--- src/rtl/cpu_pkg.sv ---
// ---------------------------------------------------------------------------
// cpu_pkg
// Shared definitions for the in-order CPU operand/hazard control:
//   - RV32 opcode constants consumed by the ID-stage decoder
//   - operand-B select encoding (selb_e) and forwarding select encoding (fwd_e)
//   - state encoding for the load-use stall FSM
//   - decode_op(): opcode -> operand selects and source-usage flags
// ---------------------------------------------------------------------------
package cpu_pkg;

    localparam logic [6:0] OPC_LUI    = 7'b0110111;
    localparam logic [6:0] OPC_AUIPC  = 7'b0010111;
    localparam logic [6:0] OPC_JAL    = 7'b1101111;
    localparam logic [6:0] OPC_JALR   = 7'b1100111;
    localparam logic [6:0] OPC_BRANCH = 7'b1100011;
    localparam logic [6:0] OPC_LOAD   = 7'b0000011;
    localparam logic [6:0] OPC_STORE  = 7'b0100011;
    localparam logic [6:0] OPC_OP_IMM = 7'b0010011;
    localparam logic [6:0] OPC_OP     = 7'b0110011;

    typedef enum logic [1:0] {
        SELB_RS2  = 2'b00,
        SELB_IMM  = 2'b01,
        SELB_FOUR = 2'b10
    } selb_e;

    typedef enum logic [1:0] {
        FWD_RF    = 2'b00,
        FWD_EXMEM = 2'b01,
        FWD_MEMWB = 2'b10
    } fwd_e;

    typedef enum logic {
        ST_RUN      = 1'b0,
        ST_LU_STALL = 1'b1
    } ctrl_state_e;

    typedef struct packed {
        logic  sel_a;     // 1 = PC, 0 = rs1
        selb_e sel_b;
        logic  rs1_used;
        logic  rs2_used;
    } dec_t;

    function automatic dec_t decode_op(input logic [6:0] opc);
        dec_t d;
        d.sel_a    = (opc == OPC_JAL) || (opc == OPC_JALR) || (opc == OPC_AUIPC);
        case (opc)
            OPC_JAL, OPC_JALR: d.sel_b = SELB_FOUR;   // link address = PC + 4
            OPC_OP, OPC_BRANCH: d.sel_b = SELB_RS2;
            default:            d.sel_b = SELB_IMM;
        endcase
        d.rs1_used = !((opc == OPC_LUI) || (opc == OPC_AUIPC) || (opc == OPC_JAL));
        d.rs2_used = (opc == OPC_OP) || (opc == OPC_BRANCH) || (opc == OPC_STORE);
        return d;
    endfunction

endpackage

--- src/rtl/hazard_cmp.sv ---
// ---------------------------------------------------------------------------
// hazard_cmp
// Compares one ID source register against one downstream destination.
// Ports:
//   src_i   [4:0] source register index in ID
//   used_i        instruction actually reads this source
//   dst_i   [4:0] destination register of the downstream instruction
//   wr_i          downstream instruction writes dst_i
//   match_o       dependency exists (never for x0 or an unused source)
// ---------------------------------------------------------------------------
module hazard_cmp (
    input  logic [4:0] src_i,
    input  logic       used_i,
    input  logic [4:0] dst_i,
    input  logic       wr_i,
    output logic       match_o
);

    assign match_o = used_i && wr_i && (src_i != 5'd0) && (src_i == dst_i);

endmodule

--- src/rtl/alu_operand_ctrl.sv ---
// ---------------------------------------------------------------------------
// alu_operand_ctrl
// ID-stage operand selection, forwarding and hazard control. Decodes the ID
// opcode into EX operand selects, resolves data dependencies on the EX and
// MEM instructions and registers the result into the EX stage (1 cycle).
//
// Configuration macro: ALU_OPERAND_CTRL_FWD_EN
//   defined   : full forwarding; only load-use stalls (one cycle, RUN/LU_STALL FSM)
//   undefined : no forwarding (fwd selects tied 00); any RAW dependency on the
//               EX or MEM destination stalls, capped at 2 cycles by a counter
//
// Ports:
//   clk, rst_n (sync, active-low)
//   id_valid, id_opcode[6:0], id_rs1[4:0], id_rs2[4:0]  ID instruction
//   ex_rd[4:0], ex_regwrite, ex_memread                 EX instruction dest
//   mem_rd[4:0], mem_regwrite                           MEM instruction dest
//   ex_branch_taken                                     flush request
//   id_stall                                            hold PC / IF-ID (comb)
//   ex_valid, ex_sel_a, ex_sel_b[1:0]                   registered EX selects
//   ex_fwd_a[1:0], ex_fwd_b[1:0]                        registered fwd selects
// ---------------------------------------------------------------------------
module alu_operand_ctrl
    import cpu_pkg::*;
(
    input  logic       clk,
    input  logic       rst_n,
    input  logic       id_valid,
    input  logic [6:0] id_opcode,
    input  logic [4:0] id_rs1,
    input  logic [4:0] id_rs2,
    input  logic [4:0] ex_rd,
    input  logic       ex_regwrite,
    input  logic       ex_memread,
    input  logic [4:0] mem_rd,
    input  logic       mem_regwrite,
    input  logic       ex_branch_taken,
    output logic       id_stall,
    output logic       ex_valid,
    output logic       ex_sel_a,
    output logic [1:0] ex_sel_b,
    output logic [1:0] ex_fwd_a,
    output logic [1:0] ex_fwd_b
);

    dec_t dec;
    assign dec = decode_op(id_opcode);

    // EX comparators see a raw index match; the write qualifier differs between
    // forwarding (ex_regwrite) and load-use detection (ex_memread).
    logic ex_raw_a, ex_raw_b, mem_hit_a, mem_hit_b;

    hazard_cmp u_cmp_a_ex  (.src_i(id_rs1), .used_i(dec.rs1_used), .dst_i(ex_rd),
                            .wr_i(1'b1), .match_o(ex_raw_a));
    hazard_cmp u_cmp_a_mem (.src_i(id_rs1), .used_i(dec.rs1_used), .dst_i(mem_rd),
                            .wr_i(mem_regwrite), .match_o(mem_hit_a));
    hazard_cmp u_cmp_b_ex  (.src_i(id_rs2), .used_i(dec.rs2_used), .dst_i(ex_rd),
                            .wr_i(1'b1), .match_o(ex_raw_b));
    hazard_cmp u_cmp_b_mem (.src_i(id_rs2), .used_i(dec.rs2_used), .dst_i(mem_rd),
                            .wr_i(mem_regwrite), .match_o(mem_hit_b));

    logic       stall_c;
    logic [1:0] fwd_a_c, fwd_b_c;

`ifdef ALU_OPERAND_CTRL_FWD_EN
    ctrl_state_e state_q, state_d;
    logic        load_use;

    assign load_use = id_valid && ex_memread && (ex_raw_a || ex_raw_b);

    always_comb begin
        stall_c = 1'b0;
        state_d = ST_RUN;
        if (!ex_branch_taken && (state_q == ST_RUN) && load_use) begin
            stall_c = 1'b1;
            state_d = ST_LU_STALL;
        end
    end

    // EX match wins over MEM match: it is the younger producer.
    always_comb begin
        fwd_a_c = FWD_RF;
        if (ex_raw_a && ex_regwrite) fwd_a_c = FWD_EXMEM;
        else if (mem_hit_a)          fwd_a_c = FWD_MEMWB;
        fwd_b_c = FWD_RF;
        if (ex_raw_b && ex_regwrite) fwd_b_c = FWD_EXMEM;
        else if (mem_hit_b)          fwd_b_c = FWD_MEMWB;
    end
`else
    logic [1:0] cnt_q, cnt_d;
    logic       ex_wr, raw_hazard;

    // A load writes its rd even if the core drives regwrite separately.
    assign ex_wr      = ex_regwrite || ex_memread;
    assign raw_hazard = id_valid && ((ex_raw_a && ex_wr) || (ex_raw_b && ex_wr) ||
                                     mem_hit_a || mem_hit_b);

    // The counter caps a dependency stall at two cycles: by then the producer
    // has drained past MEM and the register file holds the value.
    always_comb begin
        stall_c = !ex_branch_taken && raw_hazard && (cnt_q != 2'd2);
        cnt_d   = stall_c ? cnt_q + 2'd1 : 2'd0;
        fwd_a_c = FWD_RF;
        fwd_b_c = FWD_RF;
    end
`endif

    assign id_stall = rst_n && stall_c;

    logic       ex_valid_q, ex_sel_a_q;
    logic [1:0] ex_sel_b_q, ex_fwd_a_q, ex_fwd_b_q;

    // ID -> EX register: bubble on stall or flush, else the decoded instruction.
    always_ff @(posedge clk) begin
        if (!rst_n) begin
`ifdef ALU_OPERAND_CTRL_FWD_EN
            state_q <= ST_RUN;
`else
            cnt_q   <= 2'd0;
`endif
            ex_valid_q <= 1'b0;
            ex_sel_a_q <= 1'b0;
            ex_sel_b_q <= 2'b00;
            ex_fwd_a_q <= 2'b00;
            ex_fwd_b_q <= 2'b00;
        end else begin
`ifdef ALU_OPERAND_CTRL_FWD_EN
            state_q <= state_d;
`else
            cnt_q   <= cnt_d;
`endif
            if (ex_branch_taken || stall_c) begin
                ex_valid_q <= 1'b0;
                ex_sel_a_q <= 1'b0;
                ex_sel_b_q <= 2'b00;
                ex_fwd_a_q <= 2'b00;
                ex_fwd_b_q <= 2'b00;
            end else begin
                ex_valid_q <= id_valid;
                ex_sel_a_q <= dec.sel_a;
                ex_sel_b_q <= dec.sel_b;
                ex_fwd_a_q <= fwd_a_c;
                ex_fwd_b_q <= fwd_b_c;
            end
        end
    end

    assign ex_valid = ex_valid_q;
    assign ex_sel_a = ex_sel_a_q;
    assign ex_sel_b = ex_sel_b_q;
    assign ex_fwd_a = ex_fwd_a_q;
    assign ex_fwd_b = ex_fwd_b_q;

endmodule

--- config.mk ---
export PLATFORM = sky130hd
export DESIGN_NAME = alu_operand_ctrl
export DESIGN_NICKNAME = d
export VERILOG_FILES = /design/src/rtl/cpu_pkg.sv /design/src/rtl/hazard_cmp.sv /design/src/rtl/alu_operand_ctrl.sv
export SDC_FILE = /design/constraint.sdc
export NUM_CORES = 1
export LEC_CHECK = 0
export ABC_AREA = 0
export CAP_MARGIN = 25
export CORE_MARGIN = 2
export CORE_UTILIZATION = 32
export DETAILED_ROUTE_END_ITERATION = 10
export GPL_ROUTABILITY_DRIVEN = 0
export PLACE_DENSITY = 0.75
export SYNTH_ARGS = -nofsm -noshare
export SYNTH_HDL_FRONTEND = slang
export SYNTH_HIERARCHICAL = 1
export SYNTH_SLANG_ARGS = --single-unit
--- constraint.sdc ---
create_clock -name clk -period 2 [get_ports clk]
set_input_delay 0.2 -clock clk [delete_from_list [all_inputs] [get_ports clk]]
set_output_delay 0.2 -clock clk [all_outputs]
set_load 0.005 [all_outputs]
==> reports/metrics.yaml, run 1 <==
io_pins: 43
seq_area_frac_synth_pct: 18.2
violations: "setup timing"
rsz0062_at_grt: "yes"
power_frac_seq_pct: 27.6
ant_nets: 0
vias: 932
powerDensity_mw_per_mm2: 329
htreeDepth: 1
fin_worst_skew_ns: 0.000185
drv_cap: 0
coreArea_mm2: 0.00196
critPathRequiredTime_ns: 1.80
crit_type: "primary input to primary output"
slew_violations: 0
drtPass1Iterations: 4
critPathMaxFanout: 2
status: "complete, but fails checks"
worstSetupStartpointType: "primary input"
postSynthCellCount: 78
clock_sinks: 6
root_buffer: "clkbuf_4"
nets: 188
p_total_w: 0.000445
ctsHoldBuffers: 0
setup_violations: 1
period_share_pct: 106
crit_path_max_incr_delay_ns: 0.31
min_period_ns: 2.12
fp.dieH_um: 49.4
ys_seq_elements: 6
crit_chain: "buf_6 -> nand4b_1 -> or2_4 -> o32a_4 -> o2111ai_2 -> nor3b_2 -> o22a_1 -> o311a_1 -> and2_1 -> buf_2"
setup_tns_ns: -0.119
avgSynthCellArea_um2: 8.45
viasPerCell: 5.24
switching_power_w: 0.000128
fillCellCount: 157
clockBufferDepth: 2
p_comb_share_pct: 48.4
cts_tree: "yes"
place_hpwl_um: 1770
num_rows: 16
setup_ws_ns: -0.119
avgRoutedWirePerCell_um: 16.1
netlist_area_um2: 659
initial_core_util_pct: 33.6
fin_hold_ws_ns: 0.294
clockPowerShare_pct: 24.0
irDropWorstVdd_mv: 0.216
cts_buffers: 3
cp.arrival_ns: 1.92
drt-initial-drc-count: 39
die_area_mm2: 0.00244
grt_max_degree: 7
fmax_ghz: 0.472
drive_above_1_share_pct: 37.7
num_antenna_cells: 0
critical_path_buf_inv_count: 2
first_global_vias: 956
area_growth_pct: 105
drc: 0
synth_warnings: 6
ys_types: 30
antenna_found_initial: 0
grt_first_pass_wirelength_um: 4530
internal_power_w: 0.000318
cp_top_family: "compound AO/OA/AOI/OAI gates"
track_usage_pct: 24.9
place_inst: 162
routed_wl_um: 2870
fin_cells: 178
endpoint_kind: "primary output"
finalHoldViolCount: 0
swShare_pct: 28.7
critPathSlowestCell: "o311a_1"
clkTransAtPathRegs_ns: 0.04
fp.dieW_um: 49.4
insertion_delay_ns: 0.24
leakage_nw: 0.589
port_buffers: 38
grt-ovfl-total: 0
hold_path_class: "primary input to flop"
==> repair_timing <==
item / CTS / global route
setup endpoints to repair: 7 / 2
gates resized for setup: 45 / 5
pin swaps: 13 / 5
cloned: 0 / 0
setup buffers: 15 / 0
==> worst min-delay path: cells and delay by family <==
| family | cells | cell delay (ns) |
|---|---|---|
| AO/OA/AOI/OAI | 1 | 0.07 |
| buffers and inverters | 2 | 0.21 |
==> cell usage in the layout (no fill, tap or decap), types with 2 or more instances in the layout <==
cell type	netlist	final
clkdlybuf4s50_1	0	22
buf_4	4	31
o21ai_0	4	4
conb_1	2	6
dfxtp_1	6	6
buf_6	0	4
clkbuf_4	0	3
o2111ai_1	4	3
nand3_1	4	4
nor4_2	0	2
dlygate4sd2_1	0	8
buf_2	0	4
nor3b_2	4	4
inv_1	6	6
nor4_1	4	2
xnor2_1	16	16
nand2_1	4	3
==> flip-flops by register name, summed over array words and instances (netlist names) <==
register,cells
ex_sel_a,1
ex_sel_b,2
ex_valid,1
cnt_q,2
==> cell type report <==
type / instances / area, um^2 / share of cell area (%)
Timing Repair Buffer: 70 / 601 / 44.4
Multi-Input combinational cell: 66 / 553 / 40.9
Sequential cell: 6 / 120 / 8.88
Tap cell: 27 / 33.8 / 2.50
Clock buffer: 3 / 22.5 / 1.67
Inverter: 6 / 22.5 / 1.67
==> cell usage after synthesis (all sizes together) <==
cell type	n	share of area (%)
and3	1	0.95
nand3	4	3.0
o2111ai	4	5.3
buf	4	4.6
xnor2	16	21
nor3	2	1.5
a311oi	1	1.3
a211oi	1	1.9
nand2	4	2.3
and3b	1	1.3
nand3b	1	3.0
conb	2	1.1
nor4	4	3.8
nand2b	1	0.95
o311a	1	1.5
o22ai	1	0.95
o32a	1	1.7
dfxtp	6	18
or2	1	0.95
o22a	1	1.3
nor3b	5	8.7
inv	6	3.4
o21ai	4	3.0
xor2	1	1.3
and2	1	0.95
nor2	1	0.57
or4	1	1.7
ha	1	1.9
nand4b	1	1.3
==> final timing paths <==
check | slack (ns) | depth (start not counted) | from | end
max reg2reg | 0.82 | 6 | cnt_q[0] | cnt_q[1]
min reg2reg | 0.53 | 2 | cnt_q[0] | cnt_q[0]
min | 0.29 | 3 | id_opcode[5] | ex_sel_b[0]
max | -0.12 | 10 | id_opcode[4] | id_stall
==> power groups by stage <==
stage	Sequential (W)	Combinational (W)	Clock, W
detailed placement	0.000125	0.000183	0
global route	0.000123	0.000228	0.000117
finish	0.000123	0.000216	0.000107
floorplan	0.000125	0.0000630	0
global placement	0.000125	0.000180	0
CTS	0.000123	0.000201	0.000112
==> kinds of logic (layout without fill, tap and decap cells) <==
logic type               after synthesis  count (layout)  share of synthesized area (%)
AO/OA/AOI/OAI                         14              14                           17.1
adder cells (fa/ha/maj)                1               1                           1.90
buffers and inverters                 10              79                           7.97
other                                  2               6                           1.14
AND/OR/NAND/NOR                       28              28                           31.1
flip-flops                             6               6                           18.2
XOR/XNOR                              17              17                           22.6
==> per-layer routing <==
| layer | vias to the layer above | wire length [um] | global-route usage [%] |
|---|---|---|---|
| met5 | - | 0 | 0 |
| met4 | 0 | 136 | 19.0 |
| met3 | 18 | 262 | 4.91 |
| met2 | 71 | 1440 | 43.5 |
| met1 | 421 | 1030 | 26.1 |
| li1 | 422 | - | - |
==> per-stage QoR <==
| step | cell area (um^2) | util, % | worst slack (ns) |
|---|---|---|---|
| 5_1_grt | 1350 | 68.9 | -0.154 |
| 3_3_place_gp | 1200 | 61.2 | -0.733 |
| 3_5_place_dp | 1200 | 61.2 | -0.768 |
| 4_1_cts | 1340 | 68.5 | -0.0475 |
| 2_1_floorplan | 674 | - | 0.0604 |
| 6_report | 1350 | 68.9 | -0.119 |
(Power assumes the default switching activity.)
==> run 2, diff against run 1 <==
- CAP_MARGIN: 25 -> 20
==> results of run 2 <==
No change in the layout: final DEF, timing and power equal those of run 1.
==> run 3, diff against run 2 <==
- CTS_CLUSTER_DIAMETER: default -> 30
==> results of run 3 <==
No change in the layout: final DEF, timing and power equal those of run 1.
